## src/rtl/sprite_renderer_if.sv

```systemverilog
// Sprite ROM read bus: the renderer drives the address and the ROM returns the
// addressed word one clock later.
interface sprite_renderer_if #(
  parameter int ADDR_WIDTH = 12,
  parameter int DATA_WIDTH = 16
);
  logic [ADDR_WIDTH-1:0] rom_addr;
  logic [DATA_WIDTH-1:0] rom_data;

  modport master (output rom_addr, input rom_data);
  modport slave  (input rom_addr, output rom_data);
endinterface

```

## src/rtl/sprite_renderer.sv

```systemverilog
// Sprite pixel pipeline: box test and ROM address generation from the VGA
// counters, then a colour-key transparency test on the returned ROM word.
// Latency from hcount/vcount to pixel_out/sprite_hit is 3 clocks.
module sprite_renderer #(
  parameter int                    SPRITE_W    = 32,
  parameter int                    SPRITE_H    = 32,
  parameter int                    NUM_FRAMES  = 4,
  parameter int                    ADDR_WIDTH  = 12,
  parameter int                    DATA_WIDTH  = 16,
  parameter logic [DATA_WIDTH-1:0] TRANSPARENT = 16'hF81F,
  parameter int                    ANIM_DIV    = 8
) (
  input  logic                          clk,
  input  logic                          rst_n,
  input  logic [9:0]                    hcount,
  input  logic [9:0]                    vcount,
  input  logic                          video_on,
  input  logic                          frame_start,
  input  logic [9:0]                    pos_x,
  input  logic [9:0]                    pos_y,
  input  logic                          flip_h,
  input  logic                          anim_en,
  sprite_renderer_if.master             rom,
  output logic [DATA_WIDTH-1:0]         pixel_out,
  output logic                          sprite_hit,
  output logic [$clog2(NUM_FRAMES)-1:0] frame_idx
);

  localparam int XW = $clog2(SPRITE_W);
  localparam int YW = $clog2(SPRITE_H);
  localparam int FW = $clog2(NUM_FRAMES);
  localparam int DW = (ANIM_DIV > 1) ? $clog2(ANIM_DIV) : 1;
  localparam logic [DW-1:0] DIV_LAST = DW'(ANIM_DIV - 1);

  logic [9:0]    r_lx;
  logic [9:0]    r_ly;
  logic          r_lflip;
  logic [DW-1:0] r_div;
  logic          r_s1;
  logic          r_s2;

  logic [10:0]   w_x_end;
  logic [10:0]   w_y_end;
  logic          w_in_box;
  logic [XW-1:0] w_rel_x;
  logic [YW-1:0] w_rel_y;
  logic [XW-1:0] w_col;
  logic          w_opaque;

  // Per-frame state: position/flip latch and animation stepping on frame_start.
  always_ff @(posedge clk or negedge rst_n) begin
    if (!rst_n) begin
      r_lx      <= '0;
      r_ly      <= '0;
      r_lflip   <= 1'b0;
      r_div     <= '0;
      frame_idx <= '0;
    end else if (frame_start) begin
      r_lx    <= pos_x;
      r_ly    <= pos_y;
      r_lflip <= flip_h;
      if (anim_en) begin
        if (r_div == DIV_LAST) begin
          r_div     <= '0;
          frame_idx <= frame_idx + FW'(1);
        end else begin
          r_div <= r_div + DW'(1);
        end
      end
    end
  end

  // Box test and sprite-relative coordinates; right/bottom edges use 11-bit
  // sums so a sprite near column 1023 never wraps into column 0.
  always_comb begin
    w_x_end  = {1'b0, r_lx} + 11'(SPRITE_W);
    w_y_end  = {1'b0, r_ly} + 11'(SPRITE_H);
    w_in_box = video_on
               && (hcount >= r_lx) && ({1'b0, hcount} < w_x_end)
               && (vcount >= r_ly) && ({1'b0, vcount} < w_y_end);
    // Only the low bits of the difference are needed, and they depend only on
    // the low bits of the operands; SPRITE_W-1-rel_x reduces to ~rel_x there.
    w_rel_x  = hcount[XW-1:0] - r_lx[XW-1:0];
    w_rel_y  = vcount[YW-1:0] - r_ly[YW-1:0];
    w_col    = r_lflip ? ~w_rel_x : w_rel_x;
    w_opaque = r_s2 && (rom.rom_data != TRANSPARENT);
  end

  // Registered ROM address; zero outside the sprite box.
  always_ff @(posedge clk or negedge rst_n) begin
    if (!rst_n) begin
      rom.rom_addr <= '0;
    end else if (w_in_box) begin
      rom.rom_addr <= {frame_idx, w_rel_y, w_col};
    end else begin
      rom.rom_addr <= '0;
    end
  end

  // In-box delay line aligned with ROM data, then the colour-key output stage.
  always_ff @(posedge clk or negedge rst_n) begin
    if (!rst_n) begin
      r_s1       <= 1'b0;
      r_s2       <= 1'b0;
      sprite_hit <= 1'b0;
      pixel_out  <= '0;
    end else begin
      r_s1       <= w_in_box;
      r_s2       <= r_s1;
      sprite_hit <= w_opaque;
      pixel_out  <= w_opaque ? rom.rom_data : '0;
    end
  end

endmodule

```

## src/flat_wrapper.sv

```systemverilog
// flat-port wrapper written by rule: the top's interface ports become plain ports
module sprite_renderer_flat 
#(
  parameter int                    SPRITE_W    = 32,
  parameter int                    SPRITE_H    = 32,
  parameter int                    NUM_FRAMES  = 4,
  parameter int                    ADDR_WIDTH  = 12,
  parameter int                    DATA_WIDTH  = 16,
  parameter logic [DATA_WIDTH-1:0] TRANSPARENT = 16'hF81F,
  parameter int                    ANIM_DIV    = 8
)
  (clk, rst_n, hcount, vcount, video_on, frame_start, pos_x, pos_y, flip_h, anim_en, pixel_out, sprite_hit, frame_idx, rom_rom_addr, rom_rom_data);
  sprite_renderer_if #(.ADDR_WIDTH(ADDR_WIDTH), .DATA_WIDTH(DATA_WIDTH)) rom_i ();
  input  logic clk;
  input  logic rst_n;
  input  logic [9:0] hcount;
  input  logic [9:0] vcount;
  input  logic video_on;
  input  logic frame_start;
  input  logic [9:0] pos_x;
  input  logic [9:0] pos_y;
  input  logic flip_h;
  input  logic anim_en;
  output logic [DATA_WIDTH-1:0] pixel_out;
  output logic sprite_hit;
  output logic [$clog2(NUM_FRAMES)-1:0] frame_idx;
  output wire logic [$bits(rom_i.rom_addr)-1:0] rom_rom_addr;
  input wire logic [$bits(rom_i.rom_data)-1:0] rom_rom_data;
  assign rom_rom_addr = rom_i.rom_addr;
  assign rom_i.rom_data = rom_rom_data;
  sprite_renderer #(.SPRITE_W(SPRITE_W), .SPRITE_H(SPRITE_H), .NUM_FRAMES(NUM_FRAMES), .ADDR_WIDTH(ADDR_WIDTH), .DATA_WIDTH(DATA_WIDTH), .TRANSPARENT(TRANSPARENT), .ANIM_DIV(ANIM_DIV)) u_core (.clk(clk), .rst_n(rst_n), .hcount(hcount), .vcount(vcount), .video_on(video_on), .frame_start(frame_start), .pos_x(pos_x), .pos_y(pos_y), .flip_h(flip_h), .anim_en(anim_en), .rom(rom_i), .pixel_out(pixel_out), .sprite_hit(sprite_hit), .frame_idx(frame_idx));
endmodule
```

## config.mk

```make
export PLATFORM = sky130hd
export DESIGN_NAME = sprite_renderer_flat
export DESIGN_NICKNAME = d
export VERILOG_FILES = /design/src/rtl/sprite_renderer_if.sv /design/src/rtl/sprite_renderer.sv /design/src/flat_wrapper.sv
export SDC_FILE = /design/constraint.sdc
export NUM_CORES = 1
export LEC_CHECK = 0
export CELL_PAD_IN_SITES_DETAIL_PLACEMENT = 1
export CELL_PAD_IN_SITES_GLOBAL_PLACEMENT = 1
export CORE_MARGIN = 3
export CORE_UTILIZATION = 39
export DETAILED_ROUTE_END_ITERATION = 12
export PLACE_DENSITY_LB_ADDON = 0.1
export SYNTH_ARGS = -nofsm -noshare
export SYNTH_HDL_FRONTEND = slang
export SYNTH_SLANG_ARGS = --single-unit
export TNS_END_PERCENT = 20
```

## constraint.sdc

```tcl
create_clock -name clk -period 4.4 [get_ports clk]
set_clock_uncertainty 0.15 [all_clocks]
set_input_delay 0.88 -clock clk [delete_from_list [all_inputs] [get_ports clk]]
set_output_delay 0.88 -clock clk [all_outputs]
set_load 0.02 [all_outputs]
```

==> flow_metrics.env <==
export IMPL_worstPathMaxFanout=12
export IMPL_setup_violations=0
export IMPL_hold_viol=0
export IMPL_synth_commonest_cells="57 x dfrtp_1, 34 x ha_1, 26 x nand2_1"
export IMPL_wl_per_cell_um=15.7
export IMPL_drc=0
export IMPL_cts_tree="done"
export IMPL_worst_hold_path_type="reg -> reg"
export IMPL_yosysTopAreaCellShare=0.461
export IMPL_grt_max_degree=36
export IMPL_cp_start_kind="input pin"
export IMPL_vias=2470
export IMPL_synth_seq_cells=57
export IMPL_cts_inserted_buffers=9
export IMPL_end_kind="register"
export IMPL_core_um2=7490
export IMPL_synth_top_area_cell="dfrtp_1"
export IMPL_max_stage_delay_ps=740
export IMPL_synthToLayoutAreaGrowth_pct=40.2
export IMPL_seq_area_frac_synth=0.461
export IMPL_cts_root_buf="clkbuf_8"
export IMPL_grt_antenna_before_repair=0
export IMPL_cts_setup_buffers=0
export IMPL_pin_count=93
export IMPL_fp_dieW_um=95.1
export IMPL_diodes=0
export IMPL_fin_util=0.580
export IMPL_ys_warnings_count=0
export IMPL_drive_above_1_share=0.0897
export IMPL_drtPass1Iterations=4
export IMPL_htreeDepth=3
export IMPL_path_clk_slew_ps=70
export IMPL_grt_usage=0.186
export IMPL_cp_data_required_time_ps=4440
export IMPL_n_fill_cell=826
export IMPL_outcome="complete, no violations"
export IMPL_peakVddDrop_mv=0.168
export IMPL_fp_dieH_um=95.1
export IMPL_drv_slew=0
export IMPL_arrival_ps=3290
export IMPL_worstPathCellList="clkdlybuf4s50_1 -> ha_1 -> a2111oi_0 -> nand4_1 -> nand3_1 -> nor4b_1"
export IMPL_synth_enable_flop_cells=0
export IMPL_clk_latency_ps=340
export IMPL_gp_congestion=0.776
export IMPL_clockBufferDepth=2
export IMPL_maxCapViolCount=0
export IMPL_slowest_stage="a2111oi_0"
export IMPL_max_slew_margin=0.464
export IMPL_post_route_period_util=0.740
export IMPL_syn_area_per_cell_um2=10.7
export IMPL_rsz0062_at_grt="false"
export IMPL_die_area_um2=9040
export IMPL_first_iter_violations=53
export IMPL_viasPerCell=5.05
export IMPL_wirelength_um=7660
export IMPL_crit_type="in -> reg"
export IMPL_numClockSinks=57
export IMPL_dp_hpwl_um=6000
export IMPL_port_buffers=92
export IMPL_syn_inst=288
export IMPL_leakage_nw=1.93
export IMPL_max_freq_mhz=307
export IMPL_finalSetupTns_ps=0
export IMPL_place_inst=473
export IMPL_total_power_mw=1.57
export IMPL_layout_cells_non_filler=489
export IMPL_ys_top_cells_by_area="dfrtp_1 46%, ha_1 14%, xnor2_1 4.0%"
export IMPL_min_period_ps=3250
export IMPL_layout_nets=483
export IMPL_async_reset_ff_frac=1.00
export IMPL_grt_pass1_vias=2708
export IMPL_synthMostInstantiatedCell="dfrtp_1"
export IMPL_power_density_nw_per_um2=362
export IMPL_grt_ovfl_total=0
export IMPL_multiInputGateArea_um2=1520
export IMPL_grt_pass1_wl_um=12900
export IMPL_hold_buffers=0
export IMPL_syn_area_um2=3100
export IMPL_r2r_slack_ps=1650
export IMPL_synthFlopType="dfrtp_1"
export IMPL_initial_utilization=0.414
export IMPL_row_count=31
export IMPL_tightestPinTransition_ps=783
export IMPL_regArea_um2=1430
export IMPL_cts_resized=0
export IMPL_synth_nets=386
export IMPL_synth_cell_types=40
export IMPL_antenna_left=0
==> cell usage in the layout (no fill, tap or decap), types with 4 or more instances in the layout <==
cell type | synthesis | final
a21o_1 | 5 | 5
a21oi_1 | 12 | 12
and2_1 | 16 | 16
buf_4 | 2 | 4
clkbuf_8 | 0 | 9
clkdlybuf4s50_1 | 0 | 91
dfrtp_1 | 57 | 57
ha_1 | 34 | 34
inv_1 | 25 | 25
nand2_1 | 26 | 26
nand3_1 | 9 | 9
nand4_1 | 7 | 7
nor4_2 | 8 | 8
o21ai_0 | 20 | 20
xnor2_1 | 14 | 14
xor2_1 | 4 | 4
==> area by class of cell <==
type / count / area share
clock buffers: 9 / 0.0285
clock inverters: 7 / 0.0236
inverters: 25 / 0.0216
multi-input cells: 196 / 0.351
flip-flops and latches: 57 / 0.329
well taps: 99 / 0.0285
repair buffers: 96 / 0.218
==> worst max-delay path: cells and delay by family <==
| kind | cells | cell delay [ps] |
|---|---|---|
| AND/OR/NAND/NOR | 3 | 930 |
| AO/OA/AOI/OAI | 1 | 740 |
| buffers and inverters | 1 | 430 |
| adder cells (fa/ha/maj) | 1 | 320 |
==> sequential cells by signal, indices dropped and copies added (netlist names), 2 cells and up <==
signal and count:
u_core.frame_idx 2, u_core.r_lx 10, u_core.rom.rom_addr 12, u_core.r_ly 10, u_core.pixel_out 16, u_core.r_div 3
==> power by group <==
group	leakage (nW)	switching, mW	total [mW]	internal [mW]
registers	0.746	0.0329	0.603	0.570
logic	1.07	0.210	0.409	0.199
clock network	0.110	0.236	0.560	0.324
==> cell families (layout without fill, tap and decap cells) <==
logic type | Yosys count | in the layout | share of synthesized area
AND/OR/NAND/NOR | 83 | 83 | 0.162
flip-flops | 57 | 57 | 0.461
AO/OA/AOI/OAI | 54 | 54 | 0.110
adder cells (fa/ha/maj) | 36 | 36 | 0.150
buffers and inverters | 35 | 137 | 0.0473
XOR/XNOR | 18 | 18 | 0.0509
multiplexers | 5 | 5 | 0.0182
==> worst paths after layout <==
path                       cells after the start                      end            from
max                                            6  u_core.rom.rom_addr[11]       vcount[7]
min                                            0              u_core.r_s2     u_core.r_s1
max reg2reg                                    6  u_core.rom.rom_addr[11]  u_core.r_ly[7]
min reg2reg                                    0              u_core.r_s2     u_core.r_s1
max in group asynchronous                      2   u_core.rom.rom_addr[6]           rst_n
min in group asynchronous                      1      u_core.pixel_out[5]           rst_n
==> layer usage <==
metal  share of wire  vias to the layer above  track usage
li1                -                     1195            -
met1            0.43                     1192        0.224
met2            0.50                       69        0.324
met3           0.052                       14       0.0355
met4           0.018                        0       0.0757
met5               0                        -            0
==> metrics by stage <==
| stage | hold slack (ps) | cell area [um2] | worst slack, ps |
|---|---|---|---|
| 2_1_floorplan | 181 | 3100 | 1550 |
| 3_3_place_gp | 183 | 4110 | 1030 |
| 3_5_place_dp | 189 | 4110 | 864 |
| 4_1_cts | 205 | 4340 | 1210 |
| 5_1_grt | 208 | 4340 | 1060 |
| 6_report | 205 | 4340 | 1150 |
Note: power is estimated with default switching activity, not from simulation.
